## src/rtl/seg_pkg.sv

```systemverilog
// Shared seven-segment definitions: glyph patterns, segment bit positions,
// digit-select encodings and the receive-side frame state.
package seg_pkg;

    localparam logic [6:0] SEG_0 = 7'h3F;
    localparam logic [6:0] SEG_1 = 7'h06;
    localparam logic [6:0] SEG_2 = 7'h5B;
    localparam logic [6:0] SEG_3 = 7'h4F;
    localparam logic [6:0] SEG_4 = 7'h66;
    localparam logic [6:0] SEG_5 = 7'h6D;
    localparam logic [6:0] SEG_6 = 7'h7D;
    localparam logic [6:0] SEG_7 = 7'h07;
    localparam logic [6:0] SEG_8 = 7'h7F;
    localparam logic [6:0] SEG_9 = 7'h6F;
    localparam logic [6:0] SEG_A = 7'h77;
    localparam logic [6:0] SEG_B = 7'h7C;
    localparam logic [6:0] SEG_C = 7'h39;
    localparam logic [6:0] SEG_D = 7'h5E;
    localparam logic [6:0] SEG_E = 7'h79;
    localparam logic [6:0] SEG_F = 7'h71;

    localparam int unsigned SEG_IDX_A  = 0;
    localparam int unsigned SEG_IDX_B  = 1;
    localparam int unsigned SEG_IDX_C  = 2;
    localparam int unsigned SEG_IDX_D  = 3;
    localparam int unsigned SEG_IDX_E  = 4;
    localparam int unsigned SEG_IDX_F  = 5;
    localparam int unsigned SEG_IDX_G  = 6;
    localparam int unsigned SEG_IDX_DP = 7;

    localparam logic [1:0] DIG1 = 2'b01;
    localparam logic [1:0] DIG2 = 2'b10;

    // One sample of the multiplexed display bus.
    typedef struct packed {
        logic [1:0] dig_sel;
        logic [7:0] seg;
    } seg_bus_t;

    typedef enum logic [1:0] {
        ST_EMPTY = 2'd0,
        ST_GOT1  = 2'd1,
        ST_GOT2  = 2'd2
    } frame_state_t;

endpackage

```

## src/rtl/seg_scan_decoder_if.sv

```systemverilog
// Display bus plus recovered-byte outputs of the seven-segment scan decoder.
interface seg_scan_decoder_if;
    logic [7:0] seg;
    logic [1:0] dig_sel;
    logic [7:0] value;
    logic       valid;
    logic       error;

    modport master (output seg, dig_sel, input value, valid, error);
    modport slave  (input seg, dig_sel, output value, valid, error);
endinterface

```

## src/rtl/seg_pattern_decode.sv

```systemverilog
// Maps a seven-segment pattern back to its hex nibble; dp is ignored.
module seg_pattern_decode
    import seg_pkg::*;
(
    input  logic [7:0] seg,
    output logic [3:0] nibble,
    output logic       invalid
);

    logic [6:0] glyph_c;
    logic       dp_unused_c;

    assign glyph_c     = seg[SEG_IDX_G:SEG_IDX_A];
    assign dp_unused_c = seg[SEG_IDX_DP];

    always_comb begin
        nibble  = 4'h0;
        invalid = 1'b0;
        case (glyph_c)
            SEG_0:   nibble = 4'h0;
            SEG_1:   nibble = 4'h1;
            SEG_2:   nibble = 4'h2;
            SEG_3:   nibble = 4'h3;
            SEG_4:   nibble = 4'h4;
            SEG_5:   nibble = 4'h5;
            SEG_6:   nibble = 4'h6;
            SEG_7:   nibble = 4'h7;
            SEG_8:   nibble = 4'h8;
            SEG_9:   nibble = 4'h9;
            SEG_A:   nibble = 4'hA;
            SEG_B:   nibble = 4'hB;
            SEG_C:   nibble = 4'hC;
            SEG_D:   nibble = 4'hD;
            SEG_E:   nibble = 4'hE;
            SEG_F:   nibble = 4'hF;
            default: invalid = 1'b1;
        endcase
    end

endmodule

```

## src/rtl/seg_scan_decoder.sv

```systemverilog
// Recovers the byte shown on a two-digit multiplexed seven-segment display:
// synchronize, wait for a stable digit, decode, and pair the two digits.
module seg_scan_decoder
    import seg_pkg::*;
#(
    parameter int unsigned STABLE_CYCLES = 4
) (
    input  logic               clk,
    input  logic               rst,
    seg_scan_decoder_if.slave  bus
);

    localparam int unsigned     CNT_W   = $clog2(STABLE_CYCLES + 1);
    localparam logic [CNT_W-1:0] CNT_MAX = CNT_W'(STABLE_CYCLES);
    localparam logic [CNT_W-1:0] CNT_ARM = CNT_W'(STABLE_CYCLES - 1);

    seg_bus_t         sync_q;
    seg_bus_t         s_q;
    seg_bus_t         prev_q;
    logic [CNT_W-1:0] cnt_q;

    frame_state_t state_q;
    frame_state_t state_nxt;

    logic [3:0] dig1_nib_q;
    logic       dig1_inv_q;
    logic [3:0] dig2_nib_q;
    logic       dig2_inv_q;

    logic [7:0] value_q;
    logic       valid_q;
    logic       error_q;

    logic [3:0] dec_nib_c;
    logic       dec_inv_c;
    logic       capture_c;
    logic       cap1_c;
    logic       cap2_c;
    logic       done_c;
    logic [7:0] frame_value_c;
    logic       frame_err_c;

    // Two-flop synchronizer, previous-sample register and saturating stability count.
    always_ff @(posedge clk or posedge rst) begin
        if (rst) begin
            sync_q <= '0;
            s_q    <= '0;
            prev_q <= '0;
            cnt_q  <= '0;
        end else begin
            sync_q <= '{dig_sel: bus.dig_sel, seg: bus.seg};
            s_q    <= sync_q;
            prev_q <= s_q;
            if (s_q != prev_q) begin
                cnt_q <= '0;
            end else if (cnt_q != CNT_MAX) begin
                cnt_q <= cnt_q + CNT_W'(1);
            end
        end
    end

    // Fires only on the step into saturation, so a held pattern is taken once.
    assign capture_c = (s_q == prev_q) && (cnt_q == CNT_ARM);
    assign cap1_c    = capture_c && (s_q.dig_sel == DIG1);
    assign cap2_c    = capture_c && (s_q.dig_sel == DIG2);

    seg_pattern_decode u_decode (
        .seg     (s_q.seg),
        .nibble  (dec_nib_c),
        .invalid (dec_inv_c)
    );

    always_ff @(posedge clk or posedge rst) begin
        if (rst) begin
            state_q <= ST_EMPTY;
        end else begin
            state_q <= state_nxt;
        end
    end

    // Frame assembly; the completing digit comes straight from the decoder.
    always_comb begin
        state_nxt     = state_q;
        done_c        = 1'b0;
        frame_value_c = {dig2_nib_q, dig1_nib_q};
        frame_err_c   = dig2_inv_q | dig1_inv_q;
        case (state_q)
            ST_EMPTY: begin
                if (cap1_c) begin
                    state_nxt = ST_GOT1;
                end else if (cap2_c) begin
                    state_nxt = ST_GOT2;
                end
            end
            ST_GOT1: begin
                if (cap2_c) begin
                    state_nxt     = ST_EMPTY;
                    done_c        = 1'b1;
                    frame_value_c = {dec_nib_c, dig1_nib_q};
                    frame_err_c   = dec_inv_c | dig1_inv_q;
                end
            end
            ST_GOT2: begin
                if (cap1_c) begin
                    state_nxt     = ST_EMPTY;
                    done_c        = 1'b1;
                    frame_value_c = {dig2_nib_q, dec_nib_c};
                    frame_err_c   = dig2_inv_q | dec_inv_c;
                end
            end
            default: state_nxt = ST_EMPTY;
        endcase
    end

    always_ff @(posedge clk or posedge rst) begin
        if (rst) begin
            dig1_nib_q <= '0;
            dig1_inv_q <= 1'b0;
            dig2_nib_q <= '0;
            dig2_inv_q <= 1'b0;
            value_q    <= '0;
            valid_q    <= 1'b0;
            error_q    <= 1'b0;
        end else begin
            if (cap1_c) begin
                dig1_nib_q <= dec_nib_c;
                dig1_inv_q <= dec_inv_c;
            end
            if (cap2_c) begin
                dig2_nib_q <= dec_nib_c;
                dig2_inv_q <= dec_inv_c;
            end
            valid_q <= done_c;
            error_q <= done_c & frame_err_c;
            if (done_c) begin
                value_q <= frame_value_c;
            end
        end
    end

    assign bus.value = value_q;
    assign bus.valid = valid_q;
    assign bus.error = error_q;

endmodule
```

## src/flat_wrapper.sv

```systemverilog
// flat-port wrapper written by rule: the top's interface ports become plain ports
module seg_scan_decoder_flat import seg_pkg::*;
#(
    parameter int unsigned STABLE_CYCLES = 4
)
  (clk, rst, bus_seg, bus_dig_sel, bus_value, bus_valid, bus_error);
  seg_scan_decoder_if bus_i ();
  input  logic clk;
  input  logic rst;
  input wire logic [$bits(bus_i.seg)-1:0] bus_seg;
  input wire logic [$bits(bus_i.dig_sel)-1:0] bus_dig_sel;
  output wire logic [$bits(bus_i.value)-1:0] bus_value;
  output wire logic [$bits(bus_i.valid)-1:0] bus_valid;
  output wire logic [$bits(bus_i.error)-1:0] bus_error;
  assign bus_i.seg = bus_seg;
  assign bus_i.dig_sel = bus_dig_sel;
  assign bus_value = bus_i.value;
  assign bus_valid = bus_i.valid;
  assign bus_error = bus_i.error;
  seg_scan_decoder #(.STABLE_CYCLES(STABLE_CYCLES)) u_core (.clk(clk), .rst(rst), .bus(bus_i));
endmodule
```

## config.mk

```make
export PLATFORM = sky130hd
export DESIGN_NAME = seg_scan_decoder_flat
export DESIGN_NICKNAME = d
export VERILOG_FILES = /design/src/rtl/seg_pkg.sv /design/src/rtl/seg_scan_decoder_if.sv /design/src/rtl/seg_pattern_decode.sv /design/src/rtl/seg_scan_decoder.sv /design/src/flat_wrapper.sv
export SDC_FILE = /design/constraint.sdc
export NUM_CORES = 1
export LEC_CHECK = 0
export CORE_ASPECT_RATIO = 2
export CORE_UTILIZATION = 30
export CTS_CLUSTER_SIZE = 16
export DETAILED_ROUTE_END_ITERATION = 10
export GPL_TIMING_DRIVEN = 0
export MAX_ROUTING_LAYER = met4
export REMOVE_ABC_BUFFERS = 1
export SLEW_MARGIN = 20
export SYNTH_ARGS = -nofsm -noshare
export SYNTH_HDL_FRONTEND = slang
export SYNTH_HIERARCHICAL = 1
export SYNTH_SLANG_ARGS = --single-unit
```

## constraint.sdc

```tcl
create_clock -name clk -period 3.6 [get_ports clk]
set_clock_uncertainty 0.1 [all_clocks]
set_input_delay 0.36 -clock clk [delete_from_list [all_inputs] [get_ports clk]]
set_output_delay 0.36 -clock clk [all_outputs]
set_load 0.005 [all_outputs]
```

==> metrics.csv <==
metric;value;unit
Starting Density;31.5;%
internal power;0.962;mW
first-pass GRT wire length;7480;um
cell taking the most area after synthesis;dfrtp_1;
top cells by area, synth;dfrtp_1, mux2_2, xnor2_1;
top-count cell post-synth;dfrtp_1;
most instantiated cells after synthesis;dfrtp_1, nor2_1, inv_1, mux2_2;
Tightest Hold Check Type;flip-flop to flip-flop;
outcome;complete, no violations;
Fill cells;778;
worst vdd ir;0.234;mV
Sum Neg Setup Slack;0;ns
Worst Path Arrival;3.01;ns
DRC;0;
routability cong.;0.765;
Post-Synthesis Cell Area;2520;sq um
Worst-Margin Slew;0.852;ns
worst setup path category;flip-flop to flip-flop;
Net Sw Frac;21.4;%
WHS Endpoint;u_core/s_q[2];
Cell variety after synth;51;
ant diodes;0;
sequential fraction of the synthesis area;54.7;%
Hold Path Depth;0;
hold slack;0.247;ns
CP max stage cell;nor4_4;
final hold violations;0;
Clk pwr share;41.2;%
initial antenna violation count;0;
H-tree Lvls;2;
PostCTS Resize Cnt;0;
Final setup viols;0;
height of the die;132;um
DR vias;1549;
Top FF cell, synth;dfrtp_1;
Setup crit start;u_core/s_q[5];
Post-DP HPWL;3030;um
Post-Syn Instances;205;
clock sinks;55;
crit share post-route;81.4;%
HP Start;u_core/sync_q[2];
wire length per cell;13.7;um
register bit total from synthesis;55;
# hold bufs at CTS;0;
Pleak;1.21;nW
die extent in x;66.8;um
sequential share of power;53.6;%
Worst EP required;3.68;ns
I/O Buffers;21;
GRT Overall Usage;11.6;%
logic gate share of total power;5.2;%
Syn Area/Cell;12.3;sq um
Slowest Stage Delay on Critical Path;0.78;ns
Final Net Count;241;
pin count of the biggest net entering global routing;56;
Root Driver;clkbuf_16;
Psw;0.263;mW
vias per inst;4.84;
Fmax;341;MHz
Iter 0 DRT Violations;60;
Slew Limit Fails;0;
Post-CTS Setup Inserts;0;
worst path cell trace;xnor2_1 -> nand4_1 -> or2_2 -> nor4_4 -> mux2_2;
share of cells above drive strength 1;16.1;%
final wirelength;4380;um
# rows;46;
vias in the first global route;1589;
unrepaired setup endpoints after global routing;false;
area grow syn2layout;15.5;%
Tmin final;2.93;ns
reg2reg end;u_core/bus.value[4];
core footprint;8000;sq um
FF-to-FF Start;u_core/s_q[5];
CTS buffer count;5;
EDFF count, synth;0;
TritonCTS clock tree;built;
Die ar.;8780;sq um
Ports;22;
ys async rst share;100;%
multi-input gate area in the final layout;995;sq um
clock buffer depth;2;
worst skew pair latency;0.29;ns
max-slew headroom at the worst pin;42.8;%
Synth Warn #;6;
critical path capture point type;flip-flop;
clk slew on worst S/H paths;0.07;ns
Setup crit start kind;flip-flop;
grt ovf;0;
Power per Cell Area;421;nW/um^2
path depth of the worst reg2reg path;5;
R2R Setup Slk;0.67;ns
Synth top area share;54.7;%
max cap viols;0;
Post-DRT Antenna Nets;0;
TritonRoute pass-1 iters;4;
Crit Path Max Fanout;17;
FF+latch area;1380;sq um
==> through the flow <==
step | worst slack, ns | total power, mW | utilization, % | cells | cell area (sq um)
floorplan | 1.04 | 0.706 | - | 195 | 2420
global placement | 0.661 | 0.731 | 34.3 | 312 | 2750
detailed placement | 0.632 | 0.734 | 34.4 | 312 | 2750
CTS | 0.598 | 1.25 | 36.3 | 320 | 2910
global route | 0.435 | 1.28 | 36.3 | 320 | 2910
finish | 0.669 | 1.22 | 36.3 | 320 | 2910
==> cell usage in the layout, fill, tap and decap left out, drive strengths merged, types with 7 or more instances in the layout <==
| cell type | n |
|---|---|
| mux2 | 12 |
| nand2 | 10 |
| clkdlybuf4s50 | 21 |
| o21ai | 9 |
| xnor2 | 10 |
| nor2 | 13 |
| inv | 12 |
| a21oi | 7 |
| clkbuf | 8 |
| dfrtp | 55 |
==> logic make-up after synthesis <==
group | Yosys count | share of synthesized area [%]
mux | 13 | 5.77
fa+ha+maj | 6 | 2.98
xor+xnor | 12 | 4.18
compound gates | 43 | 12.8
flops | 55 | 54.7
simple gates | 54 | 13.8
buf+inv | 22 | 5.77
==> layer usage <==
metal	routed length (um)	track usage, %	vias to the layer above
met4	133	6.86	0
met5	0	-	-
met3	78	1.65	9
li1	-	-	757
met2	2440	20.2	20
met1	1720	11.7	763
==> how the worst max path moves through the flow <==
stage	to	slack [ns]	depth (start not counted)
after floorplan	u_core/bus.value[4]	1.04	5
after global placement	u_core/bus.value[4]	0.66	5
after detailed placement	u_core/bus.value[4]	0.63	5
after CTS	u_core/bus.value[5]	0.60	5
after global routing	u_core/bus.value[6]	0.44	5
final	u_core/bus.value[4]	0.67	5
==> worst max-delay path, delay by kind of cell (launching register included) <==
family                    cells  cell delay (ns)
and+or+nand+nor               3             1.43
DFF                           1             0.69
muxes                         1             0.41
xor gates and xnor gates      1             0.18
==> power by group through the flow <==
stage	Clock, mW	Sequential (mW)	Combinational [mW]
after floorplan	0	0.662	0.0442
after global placement	0	0.667	0.0633
after detailed placement	0	0.668	0.0655
after CTS	0.524	0.656	0.0657
after global routing	0.544	0.660	0.0717
final	0.504	0.656	0.0642
==> cell type report <==
cell class                 count  area share [%]
multi-input combinational    128            34.2
inverter                      12            1.64
clock buffer                   8            5.38
tap                           96            4.13
sequential                    55            47.4
timing repair buffer          21            7.24
==> state kept, by name (all words and copies together), names as in the netlist <==
name / count
u_core/state_q: 2
u_core/dig1_inv_q: 1
u_core/bus.error: 1
u_core/s_q: 10
u_core/cnt_q: 3
u_core/sync_q: 10
u_core/bus.valid: 1
u_core/dig2_inv_q: 1
u_core/prev_q: 10
u_core/bus.value: 8
u_core/dig1_nib_q: 4
u_core/dig2_nib_q: 4
Note: power is estimated with default switching activity, not from simulation.
